**src/rtl/fpu_pkg.sv**
```systemverilog
`default_nettype none
// fpu_pkg -- widths, one-hot status codes and encoder state type shared by the FPU front end (rev 1.0).
package fpu_pkg;

  localparam int EXP_W    = 7;
  localparam int MAN_W    = 24;
  localparam int EXP_BIAS = 63;
  localparam int STATUS_W = 4;

  // Status is one-hot; the adder decodes the same constants.
  localparam logic [STATUS_W-1:0] ST_EXACT     = 4'b0001;
  localparam logic [STATUS_W-1:0] ST_INEXACT   = 4'b0010;
  localparam logic [STATUS_W-1:0] ST_OVERFLOW  = 4'b0100;
  localparam logic [STATUS_W-1:0] ST_UNDERFLOW = 4'b1000;

  typedef enum logic [2:0] {
    CONV_IDLE,
    CONV_CLASSIFY,
    CONV_SHIFT,
    CONV_ROUND,
    CONV_DONE
  } conv_state_t;

endpackage
`default_nettype wire

```
**src/rtl/ieee_to_fpu_conv_if.sv**
```systemverilog
`default_nettype none
// ieee_to_fpu_conv_if -- operand-in / result-out handshake bundle for the IEEE-to-custom encoder (rev 1.0).
interface ieee_to_fpu_conv_if;
  import fpu_pkg::*;

  logic [31:0]         in_data;
  logic                in_valid;
  logic                in_ready;
  logic [31:0]         data_out;
  logic [STATUS_W-1:0] status_out;
  logic                out_valid;
  logic                out_ready;

  modport master (
    output in_data, in_valid, out_ready,
    input  in_ready, data_out, status_out, out_valid
  );

  modport slave (
    input  in_data, in_valid, out_ready,
    output in_ready, data_out, status_out, out_valid
  );

endinterface
`default_nettype wire

```
**src/rtl/ieee_to_fpu_conv.sv**
```systemverilog
`default_nettype none
// ieee_to_fpu_conv -- multi-cycle IEEE binary32 to FPU custom format encoder with
// round-to-nearest-even on values that fall below the custom normal range (rev 1.0).
module ieee_to_fpu_conv #(
  parameter int EXP_BIAS     = fpu_pkg::EXP_BIAS,
  parameter int MAX_NORM_EXP = 126
) (
  input  logic              clk,
  input  logic              reset,
  ieee_to_fpu_conv_if.slave bus
);
  import fpu_pkg::*;

  // IEEE exponent that maps to custom exponent 0, and the largest one still in range.
  localparam logic [7:0] LOW_E     = 8'(127 - EXP_BIAS);
  localparam logic [7:0] HI_E      = 8'(MAX_NORM_EXP + 127 - EXP_BIAS);
  localparam logic [7:0] MAX_SHIFT = 8'(MAN_W + 1);

  conv_state_t         state;
  logic [31:0]         operand;
  logic [MAN_W-1:0]    mant;
  logic                guard;
  logic                sticky;
  logic [4:0]          cnt;
  logic [31:0]         data_q;
  logic [STATUS_W-1:0] status_q;
  logic                valid_q;

  logic [7:0]       op_exp;
  logic [22:0]      op_frac;
  logic [EXP_W-1:0] norm_exp;
  logic [7:0]       sub_shift;
  logic             round_up;
  logic             inexact;
  logic [MAN_W:0]   rounded;

  assign op_exp    = operand[30:23];
  assign op_frac   = operand[22:0];
  assign norm_exp  = EXP_W'(op_exp - LOW_E);
  assign sub_shift = LOW_E - op_exp;

  assign round_up = guard & (sticky | mant[0]);
  assign inexact  = guard | sticky;
  assign rounded  = {1'b0, mant} + {{MAN_W{1'b0}}, round_up};

  assign bus.in_ready   = (state == CONV_IDLE);
  assign bus.data_out   = data_q;
  assign bus.status_out = status_q;
  assign bus.out_valid  = valid_q;

  always_ff @(posedge clk or negedge reset) begin
    if (!reset) begin
      state    <= CONV_IDLE;
      operand  <= '0;
      mant     <= '0;
      guard    <= 1'b0;
      sticky   <= 1'b0;
      cnt      <= '0;
      data_q   <= '0;
      status_q <= '0;
      valid_q  <= 1'b0;
    end else begin
      case (state)
        CONV_IDLE: begin
          if (bus.in_valid) begin
            operand <= bus.in_data;
            state   <= CONV_CLASSIFY;
          end
        end

        CONV_CLASSIFY: begin
          state   <= CONV_DONE;
          valid_q <= 1'b1;
          if (op_exp == 8'd0) begin
            if (op_frac == 23'd0) begin
              data_q   <= {operand[31], 31'd0};
              status_q <= ST_EXACT;
            end else begin
              data_q   <= '0;
              status_q <= ST_UNDERFLOW;
            end
          end else if (op_exp > HI_E) begin
            data_q   <= '0;
            status_q <= ST_OVERFLOW;
          end else if (op_exp > LOW_E) begin
            data_q   <= {operand[31], norm_exp, op_frac, 1'b0};
            status_q <= ST_EXACT;
          end else if (sub_shift == 8'd0) begin
            data_q   <= {operand[31], {EXP_W{1'b0}}, 1'b1, op_frac};
            status_q <= ST_EXACT;
          end else if (sub_shift > MAX_SHIFT) begin
            data_q   <= '0;
            status_q <= ST_UNDERFLOW;
          end else begin
            // Denormalise with the hidden one made explicit, one bit per cycle.
            mant    <= {1'b1, op_frac};
            guard   <= 1'b0;
            sticky  <= 1'b0;
            cnt     <= sub_shift[4:0];
            state   <= CONV_SHIFT;
            valid_q <= 1'b0;
          end
        end

        CONV_SHIFT: begin
          mant   <= mant >> 1;
          guard  <= mant[0];
          sticky <= sticky | guard;
          cnt    <= cnt - 5'd1;
          if (cnt == 5'd1) begin
            state <= CONV_ROUND;
          end
        end

        CONV_ROUND: begin
          state   <= CONV_DONE;
          valid_q <= 1'b1;
          if (rounded[MAN_W]) begin
            data_q   <= {operand[31], EXP_W'(1), MAN_W'(0)};
            status_q <= inexact ? ST_INEXACT : ST_EXACT;
          end else if (rounded[MAN_W-1:0] == '0) begin
            data_q   <= '0;
            status_q <= ST_UNDERFLOW;
          end else begin
            data_q   <= {operand[31], {EXP_W{1'b0}}, rounded[MAN_W-1:0]};
            status_q <= inexact ? ST_INEXACT : ST_EXACT;
          end
        end

        CONV_DONE: begin
          if (bus.out_ready) begin
            state   <= CONV_IDLE;
            valid_q <= 1'b0;
          end
        end

        default: begin
          state   <= CONV_IDLE;
          valid_q <= 1'b0;
        end
      endcase
    end
  end

endmodule
`default_nettype wire
```
**src/flat_wrapper.sv**
```systemverilog
// flat-port wrapper written by rule: the top's interface ports become plain ports
module ieee_to_fpu_conv_flat import fpu_pkg::*;
#(
  parameter int EXP_BIAS     = fpu_pkg::EXP_BIAS,
  parameter int MAX_NORM_EXP = 126
)
  (clk, reset, bus_in_data, bus_in_valid, bus_out_ready, bus_in_ready, bus_data_out, bus_status_out, bus_out_valid);
  ieee_to_fpu_conv_if bus_i ();
  input  logic clk;
  input  logic reset;
  input wire logic [$bits(bus_i.in_data)-1:0] bus_in_data;
  input wire logic [$bits(bus_i.in_valid)-1:0] bus_in_valid;
  input wire logic [$bits(bus_i.out_ready)-1:0] bus_out_ready;
  output wire logic [$bits(bus_i.in_ready)-1:0] bus_in_ready;
  output wire logic [$bits(bus_i.data_out)-1:0] bus_data_out;
  output wire logic [$bits(bus_i.status_out)-1:0] bus_status_out;
  output wire logic [$bits(bus_i.out_valid)-1:0] bus_out_valid;
  assign bus_i.in_data = bus_in_data;
  assign bus_i.in_valid = bus_in_valid;
  assign bus_i.out_ready = bus_out_ready;
  assign bus_in_ready = bus_i.in_ready;
  assign bus_data_out = bus_i.data_out;
  assign bus_status_out = bus_i.status_out;
  assign bus_out_valid = bus_i.out_valid;
  ieee_to_fpu_conv #(.EXP_BIAS(EXP_BIAS), .MAX_NORM_EXP(MAX_NORM_EXP)) u_core (.clk(clk), .reset(reset), .bus(bus_i));
endmodule
```
**config.mk**
```make
export PLATFORM = sky130hd
export DESIGN_NAME = ieee_to_fpu_conv_flat
export DESIGN_NICKNAME = d
export VERILOG_FILES = /design/src/rtl/fpu_pkg.sv /design/src/rtl/ieee_to_fpu_conv_if.sv /design/src/rtl/ieee_to_fpu_conv.sv /design/src/flat_wrapper.sv
export SDC_FILE = /design/constraint.sdc
export NUM_CORES = 1
export LEC_CHECK = 0
export ABC_AREA = 1
export CAP_MARGIN = 20
export CORE_UTILIZATION = 30
export CTS_BUF_LIST = sky130_fd_sc_hd__clkbuf_8
export DETAILED_ROUTE_END_ITERATION = 10
export PLACE_DENSITY = 0.54
export SLEW_MARGIN = 15
export SYNTH_ARGS = -nofsm -noshare
export SYNTH_HDL_FRONTEND = slang
export SYNTH_SLANG_ARGS = --single-unit
```
**constraint.sdc**
```tcl
create_clock -name clk -period 2.1 [get_ports clk]
set_clock_uncertainty 0.1 [all_clocks]
set_input_delay 0.21 -clock clk [delete_from_list [all_inputs] [get_ports clk]]
set_output_delay 0.21 -clock clk [all_outputs]
set_load 0.01 [all_outputs]
```
======== Word-level counts from Yosys, hierarchy flattened ========
Index checks and enable logic that the tools add are counted.
word-level totals
  bits in registers ....................... 103
  input bits .............................. 36
  output and inout bits ................... 38
  logic and storage cells ................. 101
operators by class
  $add $sub $neg .......................... 4
  $lt $le $gt $ge ......................... 3
  equal/unequal tests ..................... 14
  mux-type cells .......................... 54
  bitwise logic cells ..................... 4
  reduce and logical (&&, ||, !) cells .... 13
operators by type and width
  kind                   count
  $mux W32               8
  $mux W24               5
  $pmux W32 S2           1
  $pmux W24 S2           1
  $mux W4                8
  $add A24 B1 Y25        1
  $mux W5                5
  $logic_not A24 Y1      1
  $mux W3                8
  $logic_not A23 Y1      1
  $logic_not A8 Y1       2
  $pmux W3 S5            1
  $ne A2 B2 Y1 const B   7
  $mux W1                11
  $pmux W5 S2            1
  $gt A8 B5 Y1 const B   1
  $gt A8 B7 Y1 const B   1
  $gt A8 B8 Y1 const B   1
  $pmux W4 S2            1
  $sub A7 B8 Y8 const A  1
  $sub A7 B7 Y7 const B  1
  $eq A3 B2 Y1 const B   2
  $ne A6 B1 Y1 const B   1
  $reduce_and A2 Y1      3
  16 further kinds       19

======== Logic depth before layout (Yosys ltp) ========
  depth in word-level cells ............... 8
  depth in mapped cells ................... 17
  depth with buffers taken out ............ 16

======== Least setup slack after synthesis ========
OpenSTA, ideal clock, no wires.
  path type ............................... reg-to-reg
  start ................................... reg u_core.mant[0]
  end ..................................... reg u_core.data_q[31], in the netlist u_core.bus.data_out[31]
  setup time .............................. 0.117 ns
  arrival time ............................ 1.984 ns
  data required time ...................... 1.883 ns
  slack ................................... -0.101 ns
  cell stages (with the launch flop) ...... 16
  path buffers ............................ 0
  period minus slack after synthesis ...... 2.201 ns
  cell sequence ........................... dfrtp_1 -> inv_1 -> a21oi_1 -> ha_1 -> ha_1 -> nand3_2 -> inv_1 -> nand2_1 -> nor2_1 -> nand3_1 -> nand2_1 -> nand3_1 -> nor2_1 -> nand3_2 -> nand3_1 -> nand2_1
between the ends
  cells in the longest elaborated chain, start to end .. 7
ends and longest elaborated chain
  what                      RTL line                 source
  start: declaration        ieee_to_fpu_conv.sv:21   logic [MAN_W-1:0] mant;
  start signal: assignment  ieee_to_fpu_conv.sv:96   mant <= {1'b1, op_frac};
  start signal: assignment  ieee_to_fpu_conv.sv:106  mant <= mant >> 1;
  $or A1 B1 Y1              ieee_to_fpu_conv.sv:42   assign round_up = guard & (sticky | mant[0]);
  $and A1 B1 Y1             ieee_to_fpu_conv.sv:42
  $add A24 B1 Y25 *         ieee_to_fpu_conv.sv:44   assign rounded = {1'b0, mant} + {{MAN_W{1'b0}}, round_up};
  $logic_not A24 Y1         ieee_to_fpu_conv.sv:121  end else if (rounded[MAN_W-1:0] == '0) begin
  $mux W32                  ieee_to_fpu_conv.sv:121
  $mux W32 *                ieee_to_fpu_conv.sv:118  if (rounded[MAN_W]) begin
  $pmux W32 S2 *            ieee_to_fpu_conv.sv:63   case (state)
  end signal: assignment    ieee_to_fpu_conv.sv:76   data_q <= {operand[31], 31'd0};
  end signal: assignment    ieee_to_fpu_conv.sv:119  data_q <= {operand[31], EXP_W'(1), MAN_W'(0)};
  end signal: assignment    ieee_to_fpu_conv.sv:125  data_q <= {operand[31], {EXP_W{1'b0}}, rounded[MAN_W-1:0]};
  end: declaration          ieee_to_fpu_conv.sv:25   logic [31:0] data_q;
Mark *: on every way between the ends. The rest lies on a longest branch, timed or not.
A chain may end at the register's enable or synchronous reset.

======== Final worst setup path ========
Ends and elaborated chain as after synthesis.

==> impl_metrics.csv <==
group,metric,value,unit
placement,portBuffers,73,
critical_path,end_kind,"flop",
grt,grt_max_degree,42,
drt,vias,6045,
clock_tree,clk_latency,0.40,ns
critical_path,arrival,2.47,ns
critical_path,reg2regPathDepth,15,
status,status,"finished, violations left",
pwr,max-vdd-ir-drop,0.868,mV
floorplan,row_count,51,
logic_synthesis,ys_ff_latch,103,
critical_path,start_kind,"flop",
pwr,p_sw,6.03,mW
logic_synthesis,yosys-top-cells-area,"dfrtp_1 (42%), nand2_1 (15%), nor2_1 (5.6%)",
logic_synthesis,syn_inst,825,
layout,fin_cells,1278,
logic_synthesis,synth.most_common_cell,"nand2_1",
grt,grt_use_total,0.199,
layout,num-fill-cells,1991,
critical_path,crit_buf_inv,2,
timing,worst_slack,-0.170,ns
run,max_cap_violations,0,
critical_path,crit_chain,"inv_2, a21oi_4, ha_4, ha_4, nand3_4, inv_6, nand3_4, nor2_2, nor2_1, nor2_1, nand3_1, nor2_4, nand3_4, nand3_2, nand2_1",
grt,antenna_found_initial,0,
drt,drt_iter0_drc,368,
timing,hold_violations,0,
critical_path,r2r_setup_slack,-0.17,ns
critical_path,cp_max_fo,6,
logic_synthesis,synthTopCellsByCount,"nand2_1 (244), dfrtp_1 (103), nor2_1 (91)",
drt,vias_per_cell,4.73,
logic_synthesis,syn_nets,868,
floorplan,die_area,20900,µm²
critical_path,cpMostUsedCell,"nand3_4",
placement,hpwl,14600,µm
pwr,p_int,7.10,mW
timing,fin_crit_sh,1.08,
logic_synthesis,postSynthAreaPerCell,7.38,µm²
pwr,power_frac_clock,0.098,
grt,grt_pass1_vias,5858,
layout,areaGrowthSynthToFinish,48.8,%
clock_tree,clk_pin_slew_worst_paths,0.11,ns
pwr,total_power,13.1,mW
layout,diodes,0,
grt,grt_overflow,0,
drt,drc,0,
critical_path,cpPeakStageDelay,0.37,ns
placement,gp_congestion,0.918,
logic_synthesis,synth_ff_type,"dfrtp_1",
pwr,share_seq_of_total_power,0.279,
pwr,p_per_area,1450,nW/µm²
pwr,power_frac_comb,0.623,
timing,slew_violations,0,
pwr,switching_share,0.459,
drt,wl_per_cell,15.5,µm
timing,fmax,0.441,GHz
floorplan,die_x,144,µm
logic_synthesis,yosysTopAreaCellShare,0.424,
critical_path,slowest_stage,"dfrtp_1",
clock_tree,cts_root_buffer,"clkbuf_8",
drt,drt_first_pass_iters,5,
layout,final_util,0.461,
drt,drt-total-wl,19800,µm
drt,detail-route-antenna-nets,0,
grt,grt_pass1_wl,31400,µm
logic_synthesis,syn_area,6090,µm²
logic_synthesis,ys.warnings.count,0,
critical_path,critPathRequiredTime,2.30,ns
placement,place_inst,1228,
timing,grt_setup_unrepaired,"yes",
logic_synthesis,seq_area_frac_synth,0.424,
floorplan,die_h,144,µm
timing,setup_viol,60,
clock_tree,cts_made_buffers,9,
status,violations,"negative setup slack",
critical_path,critPathTopFamily,"simple AND/OR/NAND/NOR gates",
clock_tree,htreeDepth,3,
clock_tree,cts_tree,"yes",
critical_path,timing_worst_setup_path_type,"flop to flop",
floorplan,start_util,0.310,
floorplan,core_area,19700,µm²
logic_synthesis,yosysUniqueCellTypes,36,
logic_synthesis,synth_edf_count,0,
critical_path,worstReg2RegEnd,"u_core.bus.data_out[31]",
logic_synthesis,yosysTopAreaCell,"dfrtp_1",
timing,worst_pin_slew,0.612,ns
pwr,p_leak,4.18,nW
floorplan,io_pins,74,
critical_path,reg2reg_from,"u_core.mant[0]",
min_path,hold_path_class,"primary input to asynchronous set/reset pin",
clock_tree,clock_sinks,103,
layout,drive_above_1_share,0.301,
timing,min_period,2.27,ns
logic_synthesis,async_flop_share,1.00,
clock_tree,cts_buffer_depth,2,
timing,slew_headroom,0.592,
layout,finalNetCount,1051,
==> power groups by stage <==
stage               sequential [mW]  clock [mW]  combinational (mW)
floorplan                      3.57           0                3.52
global placement               3.63           0                6.43
global route                   3.77        1.41                9.00
finish                         3.66        1.29                8.17
CTS                            3.63        1.33                7.73
detailed placement             3.64           0                6.42
==> flip-flops by register name (all words and copies together) (netlist names) <==
register and flops:
u_core.sticky 1, u_core.cnt 5, u_core.mant 24, u_core.guard 1
u_core.bus.data_out 32, u_core.operand 32, u_core.bus.status_out 4, u_core.bus.out_valid 1
u_core.state 3
==> area by class of cell <==
| cell class | count | area, µm² | share of cell area |
|---|---|---|---|
| clock buffer | 9 | 124 | 0.0137 |
| clock inverter | 7 | 66.3 | 0.00732 |
| inverter | 93 | 362 | 0.0399 |
| multi-input combinational | 598 | 3570 | 0.394 |
| sequential | 103 | 2580 | 0.285 |
| tap | 265 | 332 | 0.0366 |
| timing repair buffer | 203 | 2030 | 0.224 |
==> kinds of logic (layout without fill, tap and decap cells) <==
kind of cell / count (synthesis) / count (layout) / synth area share
AOI/OAI and AO/OA: 159 / 159 / 0.162
xor gates and xnor gates: 10 / 10 / 0.0156
adders and majority gates: 7 / 7 / 0.0144
buffers and inverters: 126 / 312 / 0.0872
DFF: 103 / 103 / 0.424
muxes: 2 / 2 / 0.00370
and+or+nand+nor: 418 / 420 / 0.293
==> per-stage QoR <==
step	setup TNS [ns]	cell area (µm²)	worst slack, ns	hold WS [ns]
after floorplan	0	6120	0.000962	-0.186
after global placement	-4.49	7870	-0.240	0.159
after detailed placement	-5.52	7870	-0.281	0.164
after CTS	-4.47	8720	-0.186	0.258
after global routing	-12.87	9060	-0.322	0.296
final	-3.84	9060	-0.170	0.258
==> layout by cell type (no fill, tap or decap), drive strengths merged <==
cell | synthesis | layout
nand2 | 256 | 258
buf | 19 | 127
dfrtp | 103 | 103
nor2 | 102 | 102
inv | 93 | 95
o21ai | 84 | 84
clkdlybuf4s50 | 0 | 71
nand3 | 44 | 44
a21oi | 35 | 35
o211ai | 28 | 28
clkbuf | 14 | 12
xor2 | 9 | 9
nand4 | 8 | 8
ha | 7 | 7
nor3 | 6 | 6
a22oi | 5 | 5
o22ai | 4 | 4
o31ai | 2 | 2
nor4 | 2 | 2
mux2 | 2 | 2
clkinvlp | 0 | 2
clkinv | 0 | 2
xnor2 | 1 | 1
a31oi | 1 | 1
bufinv | 0 | 1
dlygate4sd3 | 0 | 1
dlygate4sd2 | 0 | 1
==> how the worst max path moves through the flow <==
stage,end,cells after the start,startpoint,slack (ns)
CTS,u_core.bus.status_out[0],14,u_core.mant[0],-0.19
global placement,u_core.bus.data_out[31],14,u_core.mant[0],-0.24
detailed placement,u_core.bus.status_out[0],14,u_core.mant[0],-0.28
finish,u_core.bus.data_out[31],15,u_core.mant[0],-0.17
floorplan,u_core.bus.data_out[31],15,u_core.mant[0],0.001
global route,u_core.bus.data_out[31],16,u_core.mant[0],-0.32
==> routing by layer <==
layer / up-vias / GRT usage / wire (µm)
met5: - / 0 / 0
met3: 19 / 0.0278 / 697
met2: 122 / 0.319 / 9250
met1: 2874 / 0.278 / 9580
met4: 0 / 0.0582 / 272
li1: 3030 / - / -
==> repair_timing <==
action                                  in CTS  in global routing
setup buffers                               16                 14
endpoints found under the setup margin      64                 69
cloned                                       7                  4
pin swaps                                   35                 26
hold buffers                                 1                  0
gates resized for setup                    126                 82
hold endpoints to repair                    38                  0
Note: power is estimated with default switching activity, not from simulation.
==> RTL edit: new RTL, config.mk and constraints unchanged <==
Set the package constant `STATUS_W` to 6 (it was 4).
--- a/src/rtl/fpu_pkg.sv
+++ b/src/rtl/fpu_pkg.sv
@@ -5,7 +5,7 @@
   localparam int EXP_W    = 7;
   localparam int MAN_W    = 24;
   localparam int EXP_BIAS = 63;
-  localparam int STATUS_W = 4;
+  localparam int STATUS_W = 6;
 
   // Status is one-hot; the adder decodes the same constants.
   localparam logic [STATUS_W-1:0] ST_EXACT     = 4'b0001;
Interface: changed (resized bus_status_out); port bits go from 74 to 76. No check against the original RTL was run, so the function may have changed too.
==> RTL edit against the unedited design <==
The flow still finishes with violations (setup timing); wire length grew 1.9%; sequential cell count is the same; design area grew 0.88%; worst setup slack lost 0.26 ns; global-route usage grew 0.55 points; die area is essentially flat; area after synthesis is essentially flat; via count grew 1.5%; non-clock buffer count is the same; core utilization grew 0.41 points; count of clock-buffer cells in the layout is the same; total power grew 6.6%; fmax shrank 10%.
==> RTL edit: results <==
[status]
status = "finished, violations left"
violations = "setup timing"

[global_route]
antenna_found_initial = 0
globalRouteMet2Util_pct = 32.69
grt_pass1_wl_um = 32320
grt-ovfl-total = 0
use_met1_pct = 29.03
use_met3_pct = 2.318
grt_util_all_layers_pct = 20.48
grt_max_degree = 49

[detailed_routing]
dr.first_iter.drc_count = 352
wl_um = 20180
routed-via-count = 6136
dr.pass1.iters = 5

[synth]
yosysUniqueCellTypes = 40
yosys.area_share.adder_pct = 1.440
async_reset_ff_share_pct = 100.0
synth-compound-area-share_pct = 16.23
yosys-top-cells-area = "dfrtp_1 42%, nand2_1 15%, nor2_1 6.3%, inv_1 4.9%, a21oi_1 3.2%"
yosysSeqAreaShare_pct = 42.38
synth_warnings = 0
synthXorXnorAreaFrac_pct = 1.275
ys.flop_type = "dfrtp_1"
ys_top_cells_by_count = "238 x nand2_1, 103 x dfrtp_1, 102 x nor2_1"
synth_edf_count = 0
synth_mux_area_share_pct = 0.3703
synthCells = 821

[power]
vdd_drop_max_mv = 0.4855
power_sequential_w = 0.00370
p_leak_nw = 4.178
p_int_w = 0.007831
power_frac_clock_pct = 11.2

[sta]
setup_viol = 68
timing.slew.headroom_pct = 65.56
fin_ws_ns = -0.4301

[clock_network]
numCtsBuffers = 9
htree_levels = 3
root_buffer = "clkbuf_8"
clock_latency_ns = 0.40
clkSlewWorstSetupHoldPaths_ns = 0.11
cts.path.max_buffers = 2

[placed_design]
port_buffers = 73
place_hpwl_um = 13830
gp_routability_congestion = 0.9148
placed_area_um2 = 7863

[critical_path]
cp.required_ns = 2.30
crit_slowest_cell = "dfrtp_1"
critical_path.max_stage_delay_ns = 0.39
crit_family = "simple AND/OR/NAND/NOR gates"
cp_max_fo = 8

[final_layout]
fin_nets = 1047
insertedDiodeCount = 0
design_area_um2 = 9139
drive_above_1_share_pct = 30.03

[hold_path]
hold_class = "input pin to async pin"
-- RTL edit: changes by cell type after synthesis, moves of 5 or more --
cell / unedited run / this run
nand3_1: 40 / 34
nand4_1: 7 / 14
a22oi_1: 5 / 0
nor2_1: 91 / 102
a21oi_1: 34 / 39
buf_2: 15 / 5
nand2_1: 244 / 238
o21ai_0: 63 / 33
inv_1: 85 / 79
nand2_2: 10 / 5
o21ai_1: 11 / 36
-- RTL edit: layer usage --
metal,wire length [um],vias to the layer above
li1,-,3049
met1,9763,2940
met2,9414,133
met3,748,14
met4,249,0
met5,0,-
-- RTL edit: area by class of cell --
type                       count  area [um^2]
clock buffer                   9        123.9
clock inverter                 7        120.1
fill                        1984        10520
inverter                      85        331.6
multi-input combinational    602         3556
sequential                   103         2577
tap                          265        331.6
timing repair buffer         203         2098
-- RTL edit: cells by family (layout without fill, tap and decap cells) --
group           after synthesis  in the layout
fa+ha+maj                     7              7
buf+inv                     118            304
compound gates              160            160
simple gates                422            423
other cells                   1              2
xor+xnor                      8              8
flops                       103            103
mux                           2              2
-- RTL edit: through the flow --
stage | setup TNS (ns) | setup slack (ns) | hold slack [ns] | total power, W | instances
after floorplan | -0.3194 | -0.06484 | -0.1856 | 0.007345 | 822
after global placement | -8.607 | -0.3478 | 0.07089 | 0.01035 | 1226
after detailed placement | -10.49 | -0.4176 | 0.07248 | 0.01035 | 1226
after CTS | -13.30 | -0.3642 | 0.1597 | 0.01360 | 1271
after global routing | -22.75 | -0.5314 | 0.2009 | 0.01505 | 1274
final | -13.49 | -0.4301 | 0.1656 | 0.01399 | 1274
-- RTL edit: worst paths after layout --
kind | from | to | slack (ns) | cells past startpoint
worst max-delay path | u_core.guard$_DFFE_PN0P_ | u_core.bus.data_out[23]$_DFFE_PN0P_ | -0.43 | 16
worst min-delay path | reset | u_core.operand[25]$_DFFE_PN0P_ | 0.17 | 2
worst max register to register | u_core.guard$_DFFE_PN0P_ | u_core.bus.data_out[23]$_DFFE_PN0P_ | -0.43 | 16
worst min register to register | u_core.bus.data_out[13]$_DFFE_PN0P_ | u_core.bus.data_out[13]$_DFFE_PN0P_ | 0.39 | 2
max in group asynchronous | reset | u_core.operand[16]$_DFFE_PN0P_ | 1.03 | 3
min in group clk | bus_in_data[7] | u_core.operand[7]$_DFFE_PN0P_ | 0.28 | 3
-- RTL edit: repair_timing --
| action | in CTS | in global routing |
|---|---|---|
| hold endpoints to repair | 78 | 0 |
| pin swaps | 37 | 47 |
| gates cloned | 11 | 1 |
| hold buffers | 1 | 0 |
| gates resized for setup | 107 | 68 |
| endpoints found under the setup margin | 67 | 71 |
| setup buffers | 17 | 9 |
